$ cat config.mk
export PLATFORM = sky130hd
export DESIGN_NAME = simproc_mem_host
export DESIGN_NICKNAME = d
export VERILOG_FILES = /design/src/rtl/simproc_mem_host.sv
export SDC_FILE = /design/constraint.sdc
export NUM_CORES = 2
export LEC_CHECK = 0
export ABC_AREA = 1
export CORE_UTILIZATION = 39
export DETAILED_ROUTE_END_ITERATION = 8
export SKIP_CTS_REPAIR_TIMING = 1
export SYNTH_ARGS = -nofsm -noshare
export SYNTH_HDL_FRONTEND = slang
export SYNTH_SLANG_ARGS = --single-unit
$ cat constraint.sdc
create_clock -name clk -period 5.5 [get_ports clk]
set_clock_uncertainty 0.1 [all_clocks]
set_input_delay 1.1 -clock clk [delete_from_list [all_inputs] [get_ports clk]]
set_output_delay 1.1 -clock clk [all_outputs]
set_load 0.02 [all_outputs]
$ cat src/rtl/simproc_mem_host.sv
// simproc_mem_host: memory responder and run/halt host for the simproc core.
// Owns a 256x8 synchronous RAM (read-first, one-cycle read latency), takes a
// program image over a valid/ready byte loader, then runs the core and counts
// cycles until it halts.
// Optional feature macro: SIMPROC_MEM_WP_EN (write-protect addresses below
// WP_LIMIT against core writes during RUN; reports via sticky wp_err).
module simproc_mem_host #(
    parameter int         CYC_W    = 16,
    parameter logic [7:0] WP_LIMIT = 8'h80
) (
    input  logic             clk,
    input  logic             rst,
    input  logic [7:0]       mem_addr,
    input  logic [7:0]       mem_din,
    input  logic             mem_we,
    output logic [7:0]       mem_dout,
    output logic             run,
    input  logic             halt,
    input  logic             start,
    input  logic             ld_valid,
    input  logic [7:0]       ld_data,
    input  logic             ld_last,
    output logic             ld_ready,
    output logic             done,
    output logic [CYC_W-1:0] cycle_count,
    output logic             wp_err
);

    typedef enum logic [1:0] {IDLE, LOAD, RUN, DONE} state_t;

    state_t     state, state_nxt;
    logic [7:0] ram [0:255];
    logic [7:0] ld_ptr;
    logic       armed;
    logic       start_load;
    logic       halt_seen;
    logic       wp_hit;
    logic       wr_en;
    logic [7:0] wr_addr;
    logic [7:0] wr_data;

    // A load may only begin from an idle or finished machine
    assign start_load = start && ((state == IDLE) || (state == DONE));
    // Halt only counts once a 0 has been observed in this run
    assign halt_seen  = (state == RUN) && armed && halt;

`ifdef SIMPROC_MEM_WP_EN
    assign wp_hit = (state == RUN) && mem_we && (mem_addr < WP_LIMIT);

    // Sticky protected-write flag, cleared when a new load begins
    always_ff @(posedge clk or posedge rst) begin
        if (rst)
            wp_err <= 1'b0;
        else if (start_load)
            wp_err <= 1'b0;
        else if (wp_hit)
            wp_err <= 1'b1;
    end
`else
    logic unused_wp_limit;
    assign unused_wp_limit = ^WP_LIMIT;
    assign wp_hit          = 1'b0;
    assign wp_err          = 1'b0;
`endif

    // State register
    always_ff @(posedge clk or posedge rst) begin
        if (rst)
            state <= IDLE;
        else
            state <= state_nxt;
    end

    // Next-state and state-decoded outputs
    always_comb begin
        state_nxt = state;
        run       = 1'b0;
        ld_ready  = 1'b0;
        done      = 1'b0;
        case (state)
            IDLE: begin
                if (start)
                    state_nxt = LOAD;
            end
            LOAD: begin
                ld_ready = 1'b1;
                if (ld_valid && (ld_last || (ld_ptr == 8'hFF)))
                    state_nxt = RUN;
            end
            RUN: begin
                run = 1'b1;
                if (armed && halt)
                    state_nxt = DONE;
            end
            DONE: begin
                done = 1'b1;
                if (start)
                    state_nxt = LOAD;
            end
            default: state_nxt = IDLE;
        endcase
    end

    // Loader pointer, halt arm flag and saturating run-cycle counter
    always_ff @(posedge clk or posedge rst) begin
        if (rst) begin
            ld_ptr      <= 8'h00;
            armed       <= 1'b0;
            cycle_count <= '0;
        end else if (start_load) begin
            ld_ptr      <= 8'h00;
            armed       <= 1'b0;
            cycle_count <= '0;
        end else begin
            if ((state == LOAD) && ld_valid)
                ld_ptr <= ld_ptr + 8'd1;
            if ((state == RUN) && !halt)
                armed <= 1'b1;
            if ((state == RUN) && !halt_seen && (cycle_count != '1))
                cycle_count <= cycle_count + 1'b1;
        end
    end

    // Single RAM write port: loader in LOAD, core in RUN
    always_comb begin
        wr_en   = 1'b0;
        wr_addr = mem_addr;
        wr_data = mem_din;
        if (state == LOAD) begin
            wr_en   = ld_valid;
            wr_addr = ld_ptr;
            wr_data = ld_data;
        end else if (state == RUN) begin
            wr_en   = mem_we && !wp_hit;
        end
    end

    // RAM array, contents not reset
    always_ff @(posedge clk) begin
        if (wr_en)
            ram[wr_addr] <= wr_data;
    end

    // Registered read port, read-first against a same-cycle write
    always_ff @(posedge clk or posedge rst) begin
        if (rst)
            mem_dout <= 8'h00;
        else
            mem_dout <= ram[mem_addr];
    end

endmodule

# ---- After elaboration in Yosys (flattened, before gate mapping)
# Memory sizes are Yosys's and may differ from the RTL's. A register that Yosys moved wholly into a read port is not among the register bits.
# Index checks and enable logic that the tools add are counted.
dict set report op_classes {
  addsub 2
  eq_ne 8
  muxes 19
  reduce_logical 19
}
# operator n
set ops {}
lappend ops {{2-to-1 mux 16 bit} 2}
lappend ops {{2-to-1 mux 8 bit} 4}
lappend ops {{adder 16 x 1 -> 16 bit (second input constant)} 1}
lappend ops {{inequality test 16 bit (second input constant)} 1}
lappend ops {{logical AND 1 bit} 9}
lappend ops {{2-to-1 mux 1 bit} 9}
lappend ops {{adder 8 x 1 -> 8 bit (second input constant)} 1}
lappend ops {{== test 8 bit (second input constant)} 1}
lappend ops {{2-to-1 mux 2 bit} 3}
lappend ops {{one-hot mux 2 bit (3 select lines)} 1}
lappend ops {{nonzero test 2 bit} 3}
lappend ops {{== test 2 bit (second input constant)} 2}
lappend ops {{inequality test 2 bit (second input constant)} 2}
lappend ops {{AND reduction 3 bit} 1}
lappend ops {{== test 2 x 1 -> 1 bit (second input constant)} 1}
lappend ops {{zero test 1 bit} 2}
lappend ops {{zero test 2 bit} 1}
lappend ops {{logical OR 1 bit} 2}
lappend ops {{inequality test 2 x 1 -> 1 bit (second input constant)} 1}
lappend ops {{OR reduction 2 bit} 1}
dict set report word_totals {
  regBits 27
  mem_bits_rw 2048
  in_bits 31
  out_inout_bits 28
  elab_cells 53
  n_memories 1
}
# name depth width rd rd_clocked_by_memory_dff wr line_no
set memory_table {}
lappend memory_table {ram 256 8 1 1 1 32} ;# logic [7:0] ram [0:255];

# ---- Logic depth before layout (Yosys ltp)
dict set report depth {
  depth_word 8
  ltp_mapped 15
  mapped_depth_nobuf 12
}

# ---- Least setup slack after synthesis
# OpenSTA, ideal clock, no wires.
dict set report synth_timing {
  path_type {in2reg}
  startpoint {input mem_din[0]}
  endpoint {memory ram[0][0], data pin}
  setup_time_ns 0.824
  arrival_ns 4.177
  required_time_ns 4.576
  setup_slack_ns 0.399
  path_stages 2
  n_path_buf 0
  path_cell_list {nand2_1 > nand2_1}
}
dict set report synth_between {
  elab_chain_cells 1
}
# item line_no
set synth_rtl {}
lappend synth_rtl {{start, declared} 14} ;# input logic [7:0] mem_din,
lappend synth_rtl {{2-to-1 mux 8 bit} 129} ;# if (state == LOAD) begin
lappend synth_rtl {{named net wr_data[0]} 40} ;# logic [7:0] wr_data;
lappend synth_rtl {{end, declared} 32}
# The timed path passes the listed nets, and every way through them passes these cells.

# ---- Final worst setup path
dict set report layout_timing {
  startpoint {register state[1]}
  endpoint {memory ram[63][2], enable pin}
}
dict set report layout_between {
  elab_chain_cells 5
  word_cells_on_any_way 7
  classes_between {eq/ne (2); mux (5)}
}
# item line_no
set layout_rtl {}
lappend layout_rtl {{start, declared} 31} ;# state_t state, state_nxt;
lappend layout_rtl {{start signal, assigned} 71} ;# state <= state_nxt;
lappend layout_rtl {{== test 2 bit} 133} ;# end else if (state == RUN) begin
lappend layout_rtl {{2-to-1 mux 1 bit} 133}
lappend layout_rtl {{2-to-1 mux 1 bit} 129}
lappend layout_rtl {{2-to-1 mux 1 bit} 140} ;# if (wr_en)
lappend layout_rtl {{2-to-1 mux 1 bit (not written as such)} 141} ;# ram[wr_addr] <= wr_data;
# Several ways; a longest one is shown, not always the timed one.

==> out/qor.txt <==
Synth Cell Area -> 85100 µm²
Metal-1 WL -> 95600 µm
Total number of vias -> 55400
Post-route DRC -> 0
RSZ-0062 raised after global routing -> no
Hold path start -> armed
Layout cells sized above 1 -> 0.0615
Post-synth EDFFs -> 2048
VDD IR max -> 386 µV
Top-count cell post-synth -> nand2_1
FF-to-FF path depth -> 9
Synth unique cells -> 33
Die Span Y -> 469 µm
Global-route wire length before repair -> 347000 µm
Global route overflow -> 0
Crit Path Max Fanout -> 27
Int Pwr -> 29.0 mW
Worst Hold Class -> flip-flop to flip-flop
Cell total after placement -> 9759
DP HPWL -> 136000 µm
Sw frac -> 0.281
Worst-Skew Late Latency -> 0.87 ns
Area leader, netlist -> edfxtp_1
Seq/Total Area, Yosys -> 0.733
H-Tree Depth -> 4
Setup TNS -> 0 ns
Detail Route met3 WL -> 19200 µm
Rel. slew slack -> 0.182
Num CTS Buffers -> 204
Flop2flop setup slack -> 1.09 ns
GP Congestion -> 0.892
Die Wd -> 469 µm
Max Slew Vio Count -> 0
Cell Count, Final, Fillers Out -> 10100
Top-area cell type share of the netlist area -> 0.723
Initial Util -> 0.392
#FFs+latches synth -> 2083
Initial DRC Count -> 6478
Hold-critical path endpoint -> armed
Max Fclk -> 227 MHz
Clock sinks -> 2083
Total Wirelength -> 235000 µm
Combinational fraction of design power -> 0.152
Met2 wire len -> 111000 µm
Crit Path Class -> flip-flop to flip-flop
Status -> complete, no violations
Critical path endpoint category -> flip-flop
Number of global-route vias before repair -> 53500
# Max-Cap Violations -> 0
Routed len/inst -> 23.2 µm
WP data required -> 5.89 ns
DR vias/cell -> 5.46
I/O pins -> 59
DR top layer -> met5
Mapped Nets -> 7268
Worst Setup Start Kind -> flip-flop
Synth top cells by count -> nand2_1, edfxtp_1, nand3_1
GRT Util Overall -> 0.212
Initial antenna violation count -> 7
Storage cell area -> 62400 µm²
Clock-pin slew on the worst setup and hold paths -> 0.06 ns
Worst reg2reg path endpoint -> ram[63][2]
Synth warn -> 0
Slew of the pin with the lowest slew margin -> 1.23 ns
Filler cells -> 19800
Static leakage -> 32.7 nW
Reg2reg start -> state[1]
Port Buf Inserts -> 57
Clk buf depth -> 3
Switching pwr -> 11.3 mW
Final period utilization -> 0.803
Multi-input logic area -> 20000 µm²
TritonCTS clock tree -> built
Nets -> 7148
Largest net degree at the start of global routing -> 224
Total die area -> 220000 µm²
Post-synth top flop -> edfxtp_1
Core Footprint -> 217000 µm²
Root Driver -> clkbuf_16
Async SR Flop Fraction -> 0.0168
Hold depth -> 2
Top cells by area, synth -> edfxtp_1, nand3_1, nand2_1
DR pass1 iterations -> 8
Fin. Hold Viols -> 0
Critical Path AT -> 4.80 ns
# setup viols final -> 0
Mean Syn Cell Area -> 11.8 µm²
ANT nets after route -> 0
Clk pwr share -> 0.355
Crit path time final -> 4.41 ns
PD cells -> 423 nW/µm²
Seq pwr share -> 0.494
Cells after synthesis -> 7231
Synthesis-to-finish area growth -> 11.8%
Num rows -> 171
Critical Path Source -> state[1]
power groups by stage:
stage | combinational (mW) | clock (mW) | sequential [mW]
detailed placement | 6.16 | 0 | 20.2
global placement | 6.14 | 0 | 20.2
global route | 6.46 | 15.0 | 19.9
finish | 6.10 | 14.3 | 19.9
CTS | 6.16 | 14.4 | 19.9
floorplan | 2.66 | 0 | 20.9
worst max path at each step:
| stage | endpoint | depth (start not counted) |
|---|---|---|
| finish | ram[63][2] | 9 |
| global route | ram[63][3] | 9 |
| CTS | ram[63][3] | 9 |
| detailed placement | ram[64][7] | 7 |
| global placement | ram[42][0] | 7 |
| floorplan | ram[0][0] | 2 |
kinds of logic (layout without fill, tap and decap cells):
logic type               after synthesis  in the layout  synth area share
AO/OA/AOI/OAI                         46             46           0.00309
XOR/XNOR                               1              1          0.000103
adder cells (fa/ha/maj)                6              6          0.000882
buffers and inverters                563            617            0.0323
flip-flops                          2083           2083             0.733
other                                  1              4         0.0000441
AND/OR/NAND/NOR                     4531           4531             0.230
metal layers:
layer  GRT usage  up-vias
met2       0.342     2485
met3      0.0368      463
met5           0        -
met4      0.0867        2
met1       0.284    27100
li1            -    25400
through the flow:
stage / setup slack [ns] / utilization / power (mW) / area, µm² / hold slack, ns
after global placement: 0.439 / 0.407 / 26.3 / 88200 / 0.403
after CTS: 1.18 / 0.438 / 40.5 / 95100 / 0.417
after global routing: 0.983 / 0.438 / 41.4 / 95100 / 0.449
final: 1.09 / 0.438 / 40.3 / 95100 / 0.412
after floorplan: 0.399 / - / 23.6 / 85100 / 0.391
after detailed placement: 0.682 / 0.407 / 26.4 / 88200 / 0.407
registers in the layout (all words and copies together) (netlist names):
| signal | flops |
|---|---|
| armed | 1 |
| cycle_count | 16 |
| mem_dout | 8 |
| ram | 2048 |
| ld_ptr | 8 |
| state | 2 |
cell type report:
| cell class | instances | share of cell area |
|---|---|---|
| diodes | 3 | 0.0000789 |
| clock buffers | 253 | 0.0568 |
| clock inverters | 127 | 0.0155 |
| inverters | 75 | 0.00331 |
| multi-input cells | 4585 | 0.211 |
| flip-flops and latches | 2083 | 0.656 |
| well taps | 2854 | 0.0375 |
| repair buffers | 162 | 0.0205 |
cells in the final DEF (no fill, tap or decap), types with 3 or more instances in the layout:
cell	instances
clkdlybuf4s50_1	51
diode_2	3
clkinv_4	4
inv_2	8
clkinv_2	29
ha_1	6
dfrtp_1	35
clkinv_16	5
clkinv_8	4
buf_4	59
clkbuf_16	207
nor2_2	4
nand3_1	2028
nor2_1	299
inv_1	62
clkbuf_8	5
o21ai_2	3
clkinv_1	43
nand2_2	9
o21ai_1	4
nand2_4	8
o21ai_0	14
edfxtp_1	2048
nand2_1	2166
nor3_1	10
clkinvlp_4	14
a21oi_1	19
buf_12	47
bufinv_16	26
buf_8	3
clkbuf_1	41
worst max-delay path, stage by stage (launching register included):
cell and delay (ns):
dfrtp_1 0.39, inv_1 0.09, ha_1 0.18, buf_4 0.38, nand2_1 0.11, o21ai_1 0.17
inv_1 0.12, nor2_2 0.76, nand2_1 0.79, nor2_1 0.89
Note: power is estimated with default switching activity, not from simulation.
